## src/rtl/popcount_pkg.sv

```systemverilog
// popcount_pkg: shared constants, FSM state encoding and the half-adder cell
// used by the popcount sequencer and its nibble counter.
// No ports; import with "import popcount_pkg::*;".
package popcount_pkg;

  // Sequencer states, 2-bit encoded.
  typedef enum logic [1:0] {
    ST_IDLE = 2'd0,
    ST_RUN  = 2'd1,
    ST_DONE = 2'd2
  } state_e;

  // Width of one slice fed to the shared ones-counter.
  localparam int NIB_W = 4;

  // Width of the ones-counter result (0..4).
  localparam int PC_W = 3;

  // Half-adder cell output: carry and sum.
  typedef struct packed {
    logic c;
    logic s;
  } ha_t;

  function automatic ha_t half_add(input logic a, input logic b);
    ha_t r;
    r.s = a ^ b;
    r.c = a & b;
    return r;
  endfunction

endpackage

```

## src/rtl/nibble_popcount.sv

```systemverilog
// nibble_popcount: combinational count of ones in a 4-bit slice, 0..4.
// Ports: nib_i [NIB_W-1:0] slice to count; cnt_o [PC_W-1:0] number of ones.
// Built from four half-adder cells; no state.
module nibble_popcount
  import popcount_pkg::*;
(
  input  logic [NIB_W-1:0] nib_i,
  output logic [PC_W-1:0]  cnt_o
);

  ha_t ha_lo;   // bits 0,1
  ha_t ha_hi;   // bits 2,3
  ha_t ha_sum;  // weight-1 sums combined
  ha_t ha_car;  // weight-2 carries combined

  assign ha_lo  = half_add(nib_i[0], nib_i[1]);
  assign ha_hi  = half_add(nib_i[2], nib_i[3]);
  assign ha_sum = half_add(ha_lo.s, ha_hi.s);
  assign ha_car = half_add(ha_lo.c, ha_hi.c);

  // ha_sum.c can only be set when both pair-sums are 1, which forces both
  // pair-carries to 0; so it never collides with ha_car.s and an OR is
  // enough for the weight-2 bit.
  assign cnt_o = {ha_car.c, ha_car.s | ha_sum.c, ha_sum.s};

endmodule

```

## src/rtl/popcount_sequencer.sv

```systemverilog
// popcount_sequencer: counts the ones in a DATA_W-bit word by walking it one
// nibble per cycle (LSB first) through a single shared nibble_popcount.
// Ports: clk, rst (sync, active-high); in_valid/in_ready/in_data word input;
//        out_valid/out_ready/out_count result output; busy high in RUN/DONE.
// Optional macro POPCNT_SKIP_ZERO_EN: finish as soon as the remaining word is
// zero (data-dependent latency); otherwise latency is fixed at NIB+1 cycles.
module popcount_sequencer
  import popcount_pkg::*;
#(
  parameter  int DATA_W = 16,
  localparam int CNT_W  = $clog2(DATA_W + 1)
) (
  input  logic              clk,
  input  logic              rst,
  input  logic              in_valid,
  output logic              in_ready,
  input  logic [DATA_W-1:0] in_data,
  output logic              out_valid,
  input  logic              out_ready,
  output logic [CNT_W-1:0]  out_count,
  output logic              busy
);

  localparam int NIB   = DATA_W / NIB_W;
  // idx runs 0..NIB: one value per nibble plus the publish cycle.
  localparam int IDX_W = $clog2(NIB + 1);

  if ((DATA_W % NIB_W) != 0 || DATA_W < NIB_W) begin : g_bad_data_w
    $error("popcount_sequencer: DATA_W must be a multiple of 4 and at least 4");
  end

  state_e            state_q, state_d;
  logic [CNT_W-1:0]  acc_q,   acc_d;
  logic [DATA_W-1:0] shreg_q, shreg_d;
  logic [IDX_W-1:0]  idx_q,   idx_d;
  logic [CNT_W-1:0]  cnt_q,   cnt_d;

  logic [PC_W-1:0]   nib_cnt;
  logic              finish;

  nibble_popcount u_nibble_popcount (
    .nib_i (shreg_q[NIB_W-1:0]),
    .cnt_o (nib_cnt)
  );

  always_comb begin
    state_d = state_q;
    acc_d   = acc_q;
    shreg_d = shreg_q;
    idx_d   = idx_q;
    cnt_d   = cnt_q;
    finish  = 1'b0;

    case (state_q)
      ST_IDLE: begin
        if (in_valid && in_ready) begin
          shreg_d = in_data;
          acc_d   = '0;
          idx_d   = '0;
          state_d = ST_RUN;
        end
      end

      ST_RUN: begin
        // The last nibble is folded in while idx==NIB-1; the following cycle
        // (idx==NIB) copies the finished sum into the output register.
        if (idx_q == IDX_W'(NIB)) begin
          finish = 1'b1;
        end
`ifdef POPCNT_SKIP_ZERO_EN
        // Nothing left to count: acc is already the final answer.
        if (shreg_q == '0) begin
          finish = 1'b1;
        end
`endif
        if (finish) begin
          cnt_d   = acc_q;
          state_d = ST_DONE;
        end else begin
          acc_d   = acc_q + CNT_W'(nib_cnt);
          shreg_d = shreg_q >> NIB_W;
          idx_d   = idx_q + 1'b1;
        end
      end

      ST_DONE: begin
        // Result held until taken; in_ready stays low this cycle, so a new
        // word is only accepted from IDLE on the next one.
        if (out_ready) begin
          cnt_d   = '0;
          state_d = ST_IDLE;
        end
      end

      default: begin
        state_d = ST_IDLE;
      end
    endcase
  end

  always_ff @(posedge clk) begin
    if (rst) begin
      state_q <= ST_IDLE;
      acc_q   <= '0;
      shreg_q <= '0;
      idx_q   <= '0;
      cnt_q   <= '0;
    end else begin
      state_q <= state_d;
      acc_q   <= acc_d;
      shreg_q <= shreg_d;
      idx_q   <= idx_d;
      cnt_q   <= cnt_d;
    end
  end

  // Held low during reset so no word is accepted into an aborting block.
  assign in_ready  = (state_q == ST_IDLE) && !rst;
  assign out_valid = (state_q == ST_DONE);
  assign out_count = cnt_q;
  assign busy      = (state_q == ST_RUN) || (state_q == ST_DONE);

endmodule

```

## config.mk

```make
export PLATFORM = sky130hd
export DESIGN_NAME = popcount_sequencer
export DESIGN_NICKNAME = d
export VERILOG_FILES = /design/src/rtl/popcount_pkg.sv /design/src/rtl/nibble_popcount.sv /design/src/rtl/popcount_sequencer.sv
export SDC_FILE = /design/constraint.sdc
export NUM_CORES = 1
export LEC_CHECK = 0
export ABC_CLOCK_PERIOD_IN_PS = 2100
export BUFFER_PORTS_ARGS = -buffer_cell sky130_fd_sc_hd__buf_4
export CORE_UTILIZATION = 49
export CTS_CLUSTER_SIZE = 10
export DETAILED_ROUTE_END_ITERATION = 10
export HOLD_SLACK_MARGIN = 0.08
export PLACE_DENSITY = 0.75
export REMOVE_ABC_BUFFERS = 1
export SYNTH_ARGS = -nofsm -noshare
export SYNTH_HDL_FRONTEND = slang
export SYNTH_SLANG_ARGS = --single-unit
```

## constraint.sdc

```tcl
create_clock -name clk -period 2.1 [get_ports clk]
set_input_delay 0.525 -clock clk [delete_from_list [all_inputs] [get_ports clk]]
set_output_delay 0.525 -clock clk [all_outputs]
set_load 0.1 [all_outputs]
```

# [Word-level counts from Yosys, hierarchy flattened]
# Cells that the tools add are included.
[op_classes] eq_ne=7 mux=18 add_sub_neg=2 n_reduce_logical=10 bitwise=9
[ops] operator="$mux W16" count=2
[ops] operator="$pmux W16 S2" count=1
[ops] operator="$mux W5" count=4
[ops] operator="$pmux W5 S2" count=2
[ops] operator="$reduce_and A3 Y1" count=3
[ops] operator="$mux W2" count=3
[ops] operator="$mux W3" count=2
[ops] operator="$ne A2 B2 Y1 const B" count=3
[ops] operator="$pmux W2 S3" count=1
[ops] operator="$pmux W3 S2" count=1
[ops] operator="$add A5 B3 Y5" count=1
[ops] operator="$and A1 B1 Y1" count=4
[ops] operator="$reduce_bool A2 Y1" count=2
[ops] operator="$xor A1 B1 Y1" count=4
[ops] operator="$add A3 B1 Y3 const B" count=1
[ops] operator="$eq A3 B3 Y1 const B" count=1
[ops] operator="$eq A2 B1 Y1 const B" count=1
[ops] operator="$eq A2 B2 Y1 const B" count=1
[ops] operator="$logic_and A1 B1 Y1" count=2
[ops] operator="$logic_not A2 Y1" count=1
[ops] operator="$mux W1" count=2
[ops] operator="$ne A2 B1 Y1 const B" count=1
[ops] operator="$logic_not A1 Y1" count=1
[ops] operator="$logic_or A1 B1 Y1" count=1
[ops] operator="$or A1 B1 Y1" count=1
[totals] out_inout_bits=8 input_bits=20 reg_bits=31 elab_cells=51

# [Logic depth before layout (Yosys ltp)]
[logic_depth] depth_word=6 ltp_mapped=9

# [Cells and area by module]
# A second synthesis with hierarchy kept.
[hier_totals] hier_cells=169 area_unflattened_um2=1555.2
[modules_own_cells] module="popcount_sequencer" instances=1 cells_per_inst=164 area_per_inst_um2=1498.9
[modules_own_cells] module="nibble_popcount" instances=1 cells_per_inst=5 area_per_inst_um2=56.3

# [Least setup slack after synthesis]
# OpenSTA, ideal clock, no wires.
[synth_path] path_kind="reg2reg" from="register state_q[0]" to="register shreg_q[12]" stages_incl_launch_ff=7 arrival_ns=2.661 required_time_ns=2.035 path_buffers=0 setup_slack_ns=-0.627 cell_sequence="dfxtp_1 > inv_1 > ha_1 > nor2b_1 > nor3b_1 > a22oi_1 > nor2_1"
[synth_via] elab_chain_cells=5 elab_cells_between_ends=9
[synth_rtl] item="from (decl)" line_no="popcount_sequencer.sv:32" source="state_e state_q, state_d;"
[synth_rtl] item="from (signal assigned)" line_no="popcount_sequencer.sv:109" source="state_q <= state_d;"
[synth_rtl] item="$logic_not A2 Y1" line_no="popcount_sequencer.sv:118" source="assign in_ready = (state_q == ST_IDLE) && !rst;"
[synth_rtl] item="$logic_and A1 B1 Y1" line_no="popcount_sequencer.sv:118"
[synth_rtl] item="named net in_ready" line_no="popcount_sequencer.sv:16" source="output logic in_ready,"
[synth_rtl] item="$logic_and A1 B1 Y1" line_no="popcount_sequencer.sv:56" source="if (in_valid && in_ready) begin"
[synth_rtl] item="$ne A2 B2 Y1 (no source line)"
[synth_rtl] item="$reduce_and A3 Y1 (no source line)"
[synth_rtl] item="to (signal assigned)" line_no="popcount_sequencer.sv:111" source="shreg_q <= shreg_d;"
[synth_rtl] item="to (decl)" line_no="popcount_sequencer.sv:34" source="logic [DATA_W-1:0] shreg_q, shreg_d;"
# The timed path passes the listed nets, and every way through them passes these cells.
# A chain may end at the register's enable or synchronous reset.

# [Worst setup path in the final report]
[layout_path] from="register shreg_q[2]" to="register acc_q[4]"
[layout_via] elab_chain_cells=6 elab_cells_between_ends=10
[layout_rtl] item="$and A1 B1 Y1 or $xor A1 B1 Y1 (tied branches)" line_no="popcount_pkg.sv:28, popcount_pkg.sv:27"
[layout_rtl] item="$xor A1 B1 Y1 or $and A1 B1 Y1 (tied branches)" line_no="popcount_pkg.sv:27, popcount_pkg.sv:28"
[layout_rtl] item="$or A1 B1 Y1" line_no="nibble_popcount.sv:24" source="assign cnt_o = {ha_car.c, ha_car.s | ha_sum.c, ha_sum.s};"
[layout_rtl] item="$add A5 B3 Y5 *" line_no="popcount_sequencer.sv:80" source="acc_d = acc_q + CNT_W'(nib_cnt);"
[layout_rtl] item="$mux W5 *" line_no="popcount_sequencer.sv:76" source="if (finish) begin"
[layout_rtl] item="$pmux W5 S2 *" line_no="popcount_sequencer.sv:54" source="case (state_q)"
[layout_rtl] item="to (signal assigned)" line_no="popcount_sequencer.sv:104" source="acc_q <= '0;"
[layout_rtl] item="to (signal assigned)" line_no="popcount_sequencer.sv:110" source="acc_q <= acc_d;"
[layout_rtl] item="to (decl)" line_no="popcount_sequencer.sv:33" source="logic [CNT_W-1:0] acc_q, acc_d;"
# Every way passes the cells marked *; elsewhere a longest branch is shown, timed or not. The select of a mux whose other input is x is not followed.

==> out/metrics.cfg <==
[yosys]
synth-seq-cells=31
syn_area_per_cell_um2=9.37
synth_xor_area_share_pct=1.11
synth_top_cell_area_share_pct=39.4
yosysSeqAreaShare_pct=39.4
yosysWarnings=0
synthMuxAreaShare_pct=12.1
synth_cells=168
async_flop_share_pct=0
yosysMostFrequentCell=dfxtp_1
synth_top_area_cell=dfxtp_1
synth_simple_gate_area_share_pct=14.6
synth_fa_ha_area_share_pct=11.6
synth_top_family_by_area=compound AO/OA/AOI/OAI gates
synth_compound_area_share_pct=15.8
synth_area_mm2=0.00157
yosysUniqueCellTypes=28
synth_area_leaders=dfxtp_1, mux2i_1, ha_1
synth_enable_flop_cells=0
synthFlopType=dfxtp_1
ys_top_cells_by_count=dfxtp_1, nor2_1, mux2i_1, a211oi_1, ha_1

[timing]
fin_crit_sh_pct=97.2
hold_viol=0
fin_crit_ns=2.04
rsz0062_at_grt=false
tightest_slew_ns=0.555
tns_ns=0
whs_ns=0.434
fin_skew_ns=0.0151
max_slew_margin_pct=62.9
setup_ws_ns=0.0585
setup_viol=0
fmax_mhz=490
slew_violations=0

[drt]
vias_per_cell=5.14
routed_wl_um=3160
wl_per_cell_um=13.0
vias=1250
first_iter_violations=61
ant_nets=0
firstDrtPassIters=4
drc=0

[clock_tree]
h-tree-depth=2
cts_buffers=5
cts_buffer_depth=2
clk_pin_slew_ns=0.10
cts.sinks=31
clk_latency_ns=0.33
cts_tree=built
cts-root-buf=clkbuf_4

[placement]
gp_congestion=0.735
io_buffers=27
post-place-cells=235
pre_cts_ws_ns=-0.136
dp_hpwl_um=2340

[power]
internal_power_mw=1.56
swShare_pct=45.0
leakage_nw=0.799
power_density_mw_per_mm2=1460
clkPwrFrac_pct=11.4
max-vdd-ir-drop_mv=0.732
totalPowerFinal_mw=2.83
pwr-share-seq_pct=31.2
combPwrFrac_pct=57.4
netSwitchingPower_mw=1.27

[global_routing]
track_usage_pct=20.5
grt_pass1_vias=1220
grt_max_degree=26
antenna_found_initial=0
grt_pass1_wl_um=5220
overflow=0

[final_layout]
final_nets=232
register_area_um2=626
finalNonFillerCells=243
fill_cells=294
drive_gt1_share_pct=27.1
synthToLayoutAreaGrowth_pct=23.2
multi_input_area_um2=927
antenna-diode-count=0

[worst_setup_path]
path_class=flop to flop
cpMostUsedCell=ha_4
crit_chain=ha_4, ha_4, ha_4, inv_1, fa_2, nor2b_1, o21ai_1, or3_1, a21oi_1
slowest_delay_ns=0.35
cp_max_fo=2
critPathSlowestCell=dfxtp_2
worst_setup_path_end_kind=flop
crit_required_ns=2.37
crit_family=adder cells
cp_data_arrival_time_ns=2.31
start_kind=flop
crit_buf_inv=1

[floorplanning]
rows=20
die_h_um=58.7
initial_utilization_pct=51.6
die_x_um=58.7
die_area_mm2=0.00344
io_pins=28
coreArea_mm2=0.00305

[run]
drv_cap=0

[min_path]
hold_path.class=input pin to flop

[outcome]
status=finished clean

-- final cells by class --
| class | count | share of cell area (%) |
|---|---|---|
| clock inverters | 1 | 0.258 |
| flip-flops and latches | 31 | 32.3 |
| well taps | 44 | 2.84 |
| repair buffers | 32 | 12.6 |
| multi-input cells | 118 | 47.8 |
| clock buffers | 7 | 2.32 |
| inverters | 10 | 1.94 |
-- power groups by stage --
stage | Combinational, mW | Sequential, mW | Clock [mW]
2_1_floorplan | 1.13 | 0.881 | 0
6_report | 1.62 | 0.883 | 0.323
5_1_grt | 1.80 | 0.902 | 0.357
3_5_place_dp | 1.49 | 0.870 | 0
3_3_place_gp | 1.43 | 0.855 | 0
4_1_cts | 1.61 | 0.884 | 0.331
-- what timing repair did --
action | in CTS | in global routing
endpoints found under the setup margin | 1 | 3
pin swaps | 4 | 4
buffers inserted | 0 | 0
resized for setup | 11 | 3
hold buffers | 0 | 0
-- placed cells by master (no fill, tap or decap), types with 2 or more instances in the layout --
cell | Yosys | final
buf_4 | 0 | 31
nor2_1 | 28 | 28
dfxtp_1 | 31 | 27
mux2i_1 | 19 | 19
a211oi_1 | 13 | 13
inv_1 | 10 | 10
ha_1 | 13 | 8
a21oi_1 | 7 | 7
nor2b_1 | 7 | 6
nand2_1 | 5 | 5
clkbuf_4 | 0 | 5
a22oi_1 | 4 | 4
ha_4 | 0 | 4
dfxtp_2 | 0 | 4
o21ai_0 | 4 | 3
or3_1 | 3 | 3
nand3_1 | 2 | 2
xnor2_1 | 2 | 2
clkbuf_1 | 4 | 2
-- final timing paths --
check              startpoint     endpoint  slack [ns]  cells after the start
setup reg to reg   shreg_q[2]     acc_q[4]        0.06                      9
hold reg to reg      acc_q[2]     acc_q[2]        0.50                      2
setup / recovery   shreg_q[2]     acc_q[4]        0.06                      9
hold / removal    in_data[12]  shreg_q[12]        0.43                      3
-- worst register-to-register path: stages (launching register included) --
cell,delay (ns)
dfxtp_2,0.35
ha_4,0.24
ha_4,0.26
ha_4,0.12
inv_1,0.04
fa_2,0.34
nor2b_1,0.12
o21ai_1,0.07
or3_1,0.30
a21oi_1,0.14
-- state kept, by name (all words and copies together), names as in the netlist --
name,count
acc_q,5
idx_q,3
out_count,5
shreg_q,16
state_q,2
-- kinds of logic (layout without fill, tap and decap cells) --
logic type,after synthesis,count (layout)
AND/OR/NAND/NOR,49,49
AO/OA/AOI/OAI,34,34
flip-flops,31,31
multiplexers,19,19
buffers and inverters,19,50
adder cells (fa/ha/maj),14,14
XOR/XNOR,2,2
-- through the flow --
stage               instance area [um^2]  util (%)
floorplan                           1530         -
global placement                    1820      59.7
detailed placement                  1820      59.7
CTS                                 1930      63.2
global route                        1940      63.5
finish                              1940      63.5
-- layer usage --
| layer | share of wire, % | track usage, % |
|---|---|---|
| met5 | 0 | 0 |
| met4 | 1.6 | 8.16 |
| met3 | 2.5 | 4.62 |
| met2 | 52 | 37.9 |
| met1 | 44 | 22.6 |
(Power assumes the default switching activity.)
